==> config.mk <==
export PLATFORM = sky130hd
export DESIGN_NAME = nr_divider_seq
export DESIGN_NICKNAME = d
export VERILOG_FILES = /design/src/rtl/nr_divider_seq_pkg.sv /design/src/rtl/nr_divider_seq_addsub_row.sv /design/src/rtl/nr_divider_seq.sv
export SDC_FILE = /design/constraint.sdc
export NUM_CORES = 1
export LEC_CHECK = 0
export ABC_AREA = 1
export BUFFER_PORTS_ARGS = -buffer_cell sky130_fd_sc_hd__buf_2
export CAP_MARGIN = 20
export CORE_ASPECT_RATIO = 2
export CORE_MARGIN = 3
export CORE_UTILIZATION = 39
export CTS_BUF_LIST = sky130_fd_sc_hd__clkbuf_16
export DETAILED_ROUTE_END_ITERATION = 10
export PLACE_DENSITY_LB_ADDON = 0.1
export RECOVER_POWER = 100
export SLEW_MARGIN = 5
export SYNTH_ARGS = -nofsm -noshare
export SYNTH_HDL_FRONTEND = slang
export SYNTH_SLANG_ARGS = --single-unit
export TNS_END_PERCENT = 10
==> constraint.sdc <==
create_clock -name clk -period 6.45 [get_ports clk]
set_input_delay 1.6125 -clock clk [delete_from_list [all_inputs] [get_ports clk]]
set_output_delay 1.6125 -clock clk [all_outputs]
set_load 0.01 [all_outputs]
==> src/rtl/nr_divider_seq_pkg.sv <==
// Shared types and sizing helpers for the sequential non-restoring divider.
package nr_divider_seq_pkg;

    localparam int DEF_WIDTH = 8;

    // Iteration counter only has to reach WIDTH-1; keep at least one bit.
    localparam int CNT_W = (DEF_WIDTH > 1) ? $clog2(DEF_WIDTH) : 1;

    typedef enum logic [2:0] {
        IDLE,
        RUN,
        FIX,
        ZERO,
        DONE
    } state_t;

    function automatic int cnt_bits(input int w);
        return (w > 1) ? $clog2(w) : 1;
    endfunction

endpackage

==> src/rtl/nr_divider_seq_addsub_row.sv <==
// Ripple row of add/sub cells: sum = as ? a - b : a + b (two's complement, carry-out dropped).
module addsub_row #(
    parameter int N = 9
) (
    input  logic [N-1:0] a,
    input  logic [N-1:0] b,
    input  logic         as,
    output logic [N-1:0] sum
);

    logic [N-1:0] carry;
    logic [N-1:0] b_eff;

    assign carry[0] = as;

    genvar gi;
    generate
        for (gi = 0; gi < N; gi++) begin : g_cell
            assign b_eff[gi] = b[gi] ^ as;
            assign sum[gi]   = a[gi] ^ b_eff[gi] ^ carry[gi];
            // The top cell's carry-out is never needed, so it is not built.
            if (gi < N - 1) begin : g_carry
                assign carry[gi+1] = (a[gi] & b_eff[gi]) | (carry[gi] & (a[gi] ^ b_eff[gi]));
            end
        end
    endgenerate

endmodule

==> src/rtl/nr_divider_seq.sv <==
// Unsigned non-restoring divider, one add/sub row per clock, final restore in FIX.
module nr_divider_seq
    import nr_divider_seq_pkg::*;
#(
    parameter int WIDTH = DEF_WIDTH
) (
    input  logic             clk,
    input  logic             rst_n,
    input  logic             start,
    input  logic [WIDTH-1:0] dividend,
    input  logic [WIDTH-1:0] divisor,
    output logic             ready,
    output logic             done,
    output logic [WIDTH-1:0] quotient,
    output logic [WIDTH-1:0] remainder,
    output logic             div_by_zero
);

    localparam int CW = cnt_bits(WIDTH);

    state_t           state_reg, state_next;
    logic [WIDTH:0]   p_reg;
    logic [WIDTH-1:0] q_reg;
    logic [WIDTH-1:0] d_reg;
    logic [CW-1:0]    count_reg;
    logic             accept;

    logic [WIDTH:0]   row_a;
    logic [WIDTH:0]   row_sum;
    logic             row_as;
    logic [WIDTH:0]   d_ext;

    assign d_ext = {1'b0, d_reg};

    // FIX reuses the same row as a plain adder to restore a negative remainder.
    always_comb begin
        row_a  = {p_reg[WIDTH-1:0], q_reg[WIDTH-1]};
        row_as = ~p_reg[WIDTH];
        if (state_reg == FIX) begin
            row_a  = p_reg;
            row_as = 1'b0;
        end
    end

    addsub_row #(.N(WIDTH + 1)) u_row (
        .a   (row_a),
        .b   (d_ext),
        .as  (row_as),
        .sum (row_sum)
    );

    always_ff @(posedge clk or negedge rst_n) begin
        if (!rst_n) begin
            state_reg <= IDLE;
        end else begin
            state_reg <= state_next;
        end
    end

    always_comb begin
        state_next = state_reg;
        ready      = 1'b0;
        done       = 1'b0;
        accept     = 1'b0;
        case (state_reg)
            IDLE: begin
                ready  = 1'b1;
                accept = start;
            end
            RUN: begin
                if (count_reg == CW'(WIDTH - 1)) begin
                    state_next = FIX;
                end
            end
            FIX:  state_next = DONE;
            ZERO: state_next = DONE;
            DONE: begin
                ready      = 1'b1;
                done       = 1'b1;
                accept     = start;
                state_next = IDLE;
            end
            default: state_next = IDLE;
        endcase
        if (accept) begin
            state_next = (divisor == '0) ? ZERO : RUN;
        end
    end

    always_ff @(posedge clk or negedge rst_n) begin
        if (!rst_n) begin
            p_reg       <= '0;
            q_reg       <= '0;
            d_reg       <= '0;
            count_reg   <= '0;
            quotient    <= '0;
            remainder   <= '0;
            div_by_zero <= 1'b0;
        end else if (accept) begin
            d_reg       <= divisor;
            q_reg       <= dividend;
            p_reg       <= '0;
            count_reg   <= '0;
            div_by_zero <= 1'b0;
        end else begin
            case (state_reg)
                RUN: begin
                    p_reg     <= row_sum;
                    q_reg     <= {q_reg[WIDTH-2:0], ~row_sum[WIDTH]};
                    count_reg <= count_reg + CW'(1);
                end
                FIX: begin
                    quotient <= q_reg;
                    if (p_reg[WIDTH]) begin
                        p_reg     <= row_sum;
                        remainder <= row_sum[WIDTH-1:0];
                    end else begin
                        remainder <= p_reg[WIDTH-1:0];
                    end
                end
                ZERO: begin
                    quotient    <= '1;
                    remainder   <= q_reg;
                    div_by_zero <= 1'b1;
                end
                default: ;
            endcase
        end
    end

endmodule

Yosys cells after proc, flatten, opt, wreduce, memory -nomap -nowiden
Index checks and enable logic that the tools add are counted.
{ "word_totals": {"reg_bits": 48, "wordCells": 103} }
{ "classes": {"addsub": 1, "n_eq_ne": 8, "mux": 21, "n_bitwise": 53, "n_reduce_logical": 11} }
{ "ops": {"columns": ["op", "n"], "rows": [
  ["$pmux W8 S2", 2],
  ["$mux W9", 3],
  ["$xor A1 B1 Y1", 26],
  ["$mux W8", 3],
  ["$pmux W9 S2", 1],
  ["$and A1 B1 Y1", 16],
  ["$mux W3", 4],
  ["$pmux W3 S3", 1],
  ["$logic_not A8 Y1", 1],
  ["$or A1 B1 Y1", 8],
  ["$eq A3 B2 Y1 const B", 2],
  ["$eq A3 B3 Y1 const B", 2],
  ["$mux W1", 6],
  ["$ne A3 B3 Y1 const B", 2],
  ["$reduce_and A2 Y1", 3],
  ["$reduce_bool A2 Y1", 3],
  ["$reduce_or A2 Y1", 2],
  ["$add A3 B1 Y3 const B", 1],
  ["$eq A3 B1 Y1 const B", 1],
  ["$logic_not A3 Y1", 1],
  ["$not A1 Y1", 3],
  ["$reduce_bool A3 Y1", 1],
  ["$mux W2", 1],
  ["$ne A2 B2 Y1 const B", 1]
]} }

Longest topological paths before layout
{ "depth": {"ltp_word": 24, "depth_mapped": 17, "ltp_nobuf": 17} }

By module
Synthesis repeated with hierarchy kept, for this count alone.
{ "unflattened": {"cells_unflattened": 329, "area_unflattened_um2": 2687.6} }
{ "modules_own_cells": {"columns": ["module", "instances", "cells_per_inst", "area_each_um2", "seq_area_each_um2"], "rows": [
  ["nr_divider_seq", 1, 268, 2301.0, 1201.2],
  ["addsub_row", 1, 61, 386.6, 0.0]
]} }

Worst setup path after synthesis
Ideal clock, no wire load.
{ "synth_path": {"kind": "register to register", "from": "register state_reg[0]", "to": "register remainder[7]", "setup_ns": 0.090, "t_arrival_ns": 3.710, "required_time_ns": 6.360, "path_slack_ns": 2.650, "stages_incl_launch_ff": 17, "n_path_buf": 1, "period_less_slack_ns": 3.800, "path_cell_list": "dfrtp_1 inv_2 nand3_4 clkbuf_1 nand2_1 o21ai_0 fa_1 fa_1 fa_1 fa_1 inv_1 fa_1 fa_1 fa_1 nand2_1 o21ai_0 o221ai_1"} }
{ "synth_between": {"elab_chain_cells": 21, "elab_cells_between_ends": 51, "cone_classes": "eq/ne: 3; mux: 5; bitwise: 39; reduce/logical: 4"} }
{ "synth_lines": {"columns": ["element", "line_no", "source"], "rows": [
  ["start: declaration", "nr_divider_seq.sv:21", "state_t state_reg, state_next;"],
  ["start signal: assignment", "nr_divider_seq.sv:56", "state_reg <= state_next;"],
  ["$eq A3 B2 Y1", "nr_divider_seq.sv:39, nr_divider_seq.sv:106", null],
  ["$mux W1", "nr_divider_seq.sv:39", "if (state_reg == FIX) begin"],
  ["$xor A1 B1 Y1", "nr_divider_seq_addsub_row.sv:19", "assign b_eff[gi] = b[gi] ^ as;"],
  ["$xor A1 B1 Y1", "nr_divider_seq_addsub_row.sv:23", "assign carry[gi+1] = (a[gi] & b_eff[gi]) | (carry[gi] & (a[gi] ^ b_eff[gi]));"],
  ["$and A1 B1 Y1", "nr_divider_seq_addsub_row.sv:23", null],
  ["$or A1 B1 Y1", "nr_divider_seq_addsub_row.sv:23", null],
  ["$and A1 B1 Y1", "nr_divider_seq_addsub_row.sv:23", null],
  ["$or A1 B1 Y1", "nr_divider_seq_addsub_row.sv:23", null],
  ["(+5 left out)", null, null],
  ["$or A1 B1 Y1", "nr_divider_seq_addsub_row.sv:23", null],
  ["$and A1 B1 Y1", "nr_divider_seq_addsub_row.sv:23", null],
  ["$or A1 B1 Y1", "nr_divider_seq_addsub_row.sv:23", null],
  ["$and A1 B1 Y1", "nr_divider_seq_addsub_row.sv:23", null],
  ["$or A1 B1 Y1", "nr_divider_seq_addsub_row.sv:23", null],
  ["$xor A1 B1 Y1", "nr_divider_seq_addsub_row.sv:20", "assign sum[gi] = a[gi] ^ b_eff[gi] ^ carry[gi];"],
  ["$mux W8", "nr_divider_seq.sv:114", "if (p_reg[WIDTH]) begin"],
  ["$pmux W8 S2", "nr_divider_seq.sv:106", "case (state_reg)"],
  ["end signal: assignment", "nr_divider_seq.sv:116", "remainder <= row_sum[WIDTH-1:0];"],
  ["end signal: assignment", "nr_divider_seq.sv:118", "remainder <= p_reg[WIDTH-1:0];"],
  ["end signal: assignment", "nr_divider_seq.sv:123", "remainder <= q_reg;"],
  ["end: declaration", "nr_divider_seq.sv:15", "output logic [WIDTH-1:0] remainder,"]
]} }
Parallel ways exist; a longest one is shown, timed or not.
A chain may end at the register's enable or synchronous reset.

Worst setup path after layout
Ends and elaborated chain as after synthesis.

==> impl_results.md <==
* Largest net degree at the start of global routing at 49
* WL/cell at 16.4 µm
* Placer congestion estimate at around 0.84
* Worst Path Max Fanout at 28
* Post-route clock skew at 7.39 ps
* CTS clk-pin slew, worst paths at ~70 ps
* Slew Limit Fails at 49
* FP Rows at 40
* Critical path data arrival time at between 5000 and 6000 ps
* Setup bufs post-CTS at 0
* Fin crit period at about 5000 ps
* Detail Placement HPWL at roughly 4600 µm
* Drt pass-1 iters at 4
* CP peak stage delay at 660 ps
* Fin. Hold Viols at 0
* Highest metal used: met4
* Core Area at around 6000 µm²
* Met2 Routed Length at between 3000 and 4000 µm
* Port buffer count at 37
* Antenna-violating nets left at 0
* Synthesis Warnings at 0
* Multi-input gate area at approximately 1000 µm²
* Die area at slightly above 7000 µm²
* Number of global-route vias before repair at between 2000 and 2500
* Area grow syn2layout at 12.9%
* H-tree lvl count at 2
* Die H at 117 µm
* CTS Buffer Depth at 2
* Syn_area_per_cell at about 9.1 µm²
* Post-CTS Resized at 0
* Tcrit/Tclk final at 0.772
* Vias at 1942
* Hold_sp: div_by_zero
* CTS tree: yes
* Internal power at about 0.94 mW
* Cell Area, Placed at approximately 2700 µm²
* Die X at about 62 µm
* Initial DRC count at 44
* Layout cells sized above 1 at 0.102
* Buf/Inv on CP at 2
* Starting Density at 0.402
* Worst VDD drop at slightly below 0.0003 V
* Vias per cell at around 5.3
* Worst hold stages at 2
* Remaining DRCs at 0
* R2R Path End: remainder[7]
* Routed wire length at roughly 6000 µm
* Max reg flops at 9
* Inst Count DP at 359
* Worst Hold Margin at roughly 480 ps
* Final Non-Filler Cells at between 300 and 400
* Cell Chain, Critical Path: inv_1 > nand3_1 > nand2_1 > xor2_1 > fa_1 > fa_1 > fa_1 > fa_1 > inv_1 > fa_1 > fa_1 > fa_1 > nand2_1 > o21ai_0 > o221ai_1
* Distinct cells, synth at 30
* Ant diodes at 0
* Comb pwr share at 0.532
* RSZ-0062 raised after global routing: false
* Synthesized area at approximately 2400 µm²
* Final Setup Violations at 0
* Worst R2R Start: state_reg[0]
* Sw power at just under 0.8 mW
* Delay-heaviest family, CP: adder cells
* Flops & latches, synth at 48
* Hold endpoint: div_by_zero
* WP depth at 15
* Antenna violations before repair at 0
* WP data required at approximately 6600 ps
* Most frequent cells in the layout: 64 x nand2_1, 48 x dfrtp_1, 32 x inv_1, 23 x o21ai_0, 20 x clkbuf_1
* FF+latch area at roughly 1200 µm²
* I/O Pins at 38
* Most common cell after layout, fill and taps aside: nand2_1
* Post-Synthesis Cells at roughly 270
* Total power at roughly 1.7 mW
* Predominant post-synthesis flop cell: dfrtp_1
* Dpl ws at 2320 ps
* TritonCTS Buffers at 5
* Clock share of power at 0.148
* Max_cap viols at 1
* CTS root buf: clkbuf_16
* Status: complete, but fails checks
* Reg2Reg Setup Slack at 1470 ps
* Finished Core Util at 0.454
* Layout fillers at 645
* Clock sink count at 48
* Post-route setup slack at between 1000 and 1500 ps
* Hold Crit Class: flip-flop to flip-flop
* Hold-fix buffers, CTS at 0
* Grt ovf at 0
* GRT Overall Usage at 0.188
* Pleak at 1.32 nW
* Slowest-stage cell, CP: nand3_1
* Most used cell, CP: fa_1
* Post-synth net total at between 200 and 300
* Sw Share at 0.452
* Met3 routed WL at around 170 µm
* FF-to-FF path depth at 15
* Post-synthesis sequential area ratio at 0.497
* CP Launch Type: flip-flop
* DRT met1 WL at between 2000 and 2500 µm
* Design area at 2730 µm²
* Sequential Power Share at 0.319
* Crit path kind: flip-flop to flip-flop
* Pwr Density at about 630 nW/µm²
* FMAX at 201 MHz
* EDFF count, synth at 0
* Worst setup EP type: flip-flop
* Post-Route Setup TNS at 0 ps
* Global-route wire length before repair at between 9000 and 10000 µm
* Final net count at 331
* Actual slew at the worst max-slew pin at 2570 ps
* Max transition margin at -0.711
* Failing checks: capacitance limit, slew limit
* Clock latency on the worst-skew pair at 290 ps
* FFs w/ async S/R, synth at 1.00
per-layer routing:
metal / vias to the layer above / track usage
met5: - / 0
met4: 0 / 0.0751
met3: 12 / 0.0340
met2: 44 / 0.337
met1: 941 / 0.211
li1: 945 / -
synth_stat cells (2+ instances only):
library cell | number | share of area
nor3_1 | 2 | 0.0041
fa_1 | 7 | 0.058
inv_1 | 28 | 0.044
nand3_2 | 2 | 0.0083
o22ai_1 | 9 | 0.023
xnor2_1 | 4 | 0.015
o21ai_0 | 20 | 0.041
o221ai_1 | 11 | 0.040
nand3_1 | 9 | 0.019
nor2_1 | 15 | 0.023
nor2_2 | 4 | 0.010
inv_2 | 6 | 0.0093
ha_1 | 2 | 0.010
o21ai_1 | 3 | 0.0062
nand2_1 | 62 | 0.096
xor2_1 | 5 | 0.018
dfrtp_1 | 48 | 0.50
a21oi_1 | 10 | 0.021
buf_2 | 6 | 0.012
clkbuf_1 | 2 | 0.0031
power groups by stage:
stage                     sequential [mW]  clock (mW)  combinational [mW]
after detailed placement            0.551           0               0.957
after global placement              0.550           0               0.933
after floorplan                     0.542           0               0.672
final                               0.546       0.253               0.909
after global routing                0.566       0.272                1.04
after CTS                           0.547       0.262               0.962
worst max path at each step:
stage / startpoint / to / slack [ps]
after floorplan: state_reg[0] / remainder[7] / 2650
after global placement: state_reg[0] / remainder[7] / 2470
after detailed placement: state_reg[0] / remainder[7] / 2320
after CTS: state_reg[0] / remainder[7] / 2290
after global routing: state_reg[0] / remainder[7] / 1170
final: state_reg[0] / remainder[7] / 1470
worst min-delay path, cell delays in order, from the launching register on:
cell and delay, ps:
dfrtp_1 340, nand2_1 60, nand2_1 50
kinds of logic (layout without fill, tap and decap cells):
logic type	Yosys count	after routing	share of synthesized area
and+or+nand+nor	99	99	0.187
AOI/OAI and AO/OA	56	56	0.141
DFF	48	48	0.497
buffers and inverters	43	82	0.0699
adders and majority gates	9	9	0.0684
xor gates and xnor gates	9	9	0.0326
muxes	1	1	0.00415
cell type report:
cell class | count | area share
multi-input cells | 174 | 0.367
well taps | 63 | 0.0289
flip-flops and latches | 48 | 0.441
clock inverters | 3 | 0.00688
clock buffers | 5 | 0.0459
repair buffers | 39 | 0.0624
inverters | 35 | 0.0482
Note: power is estimated with default switching activity, not from simulation.
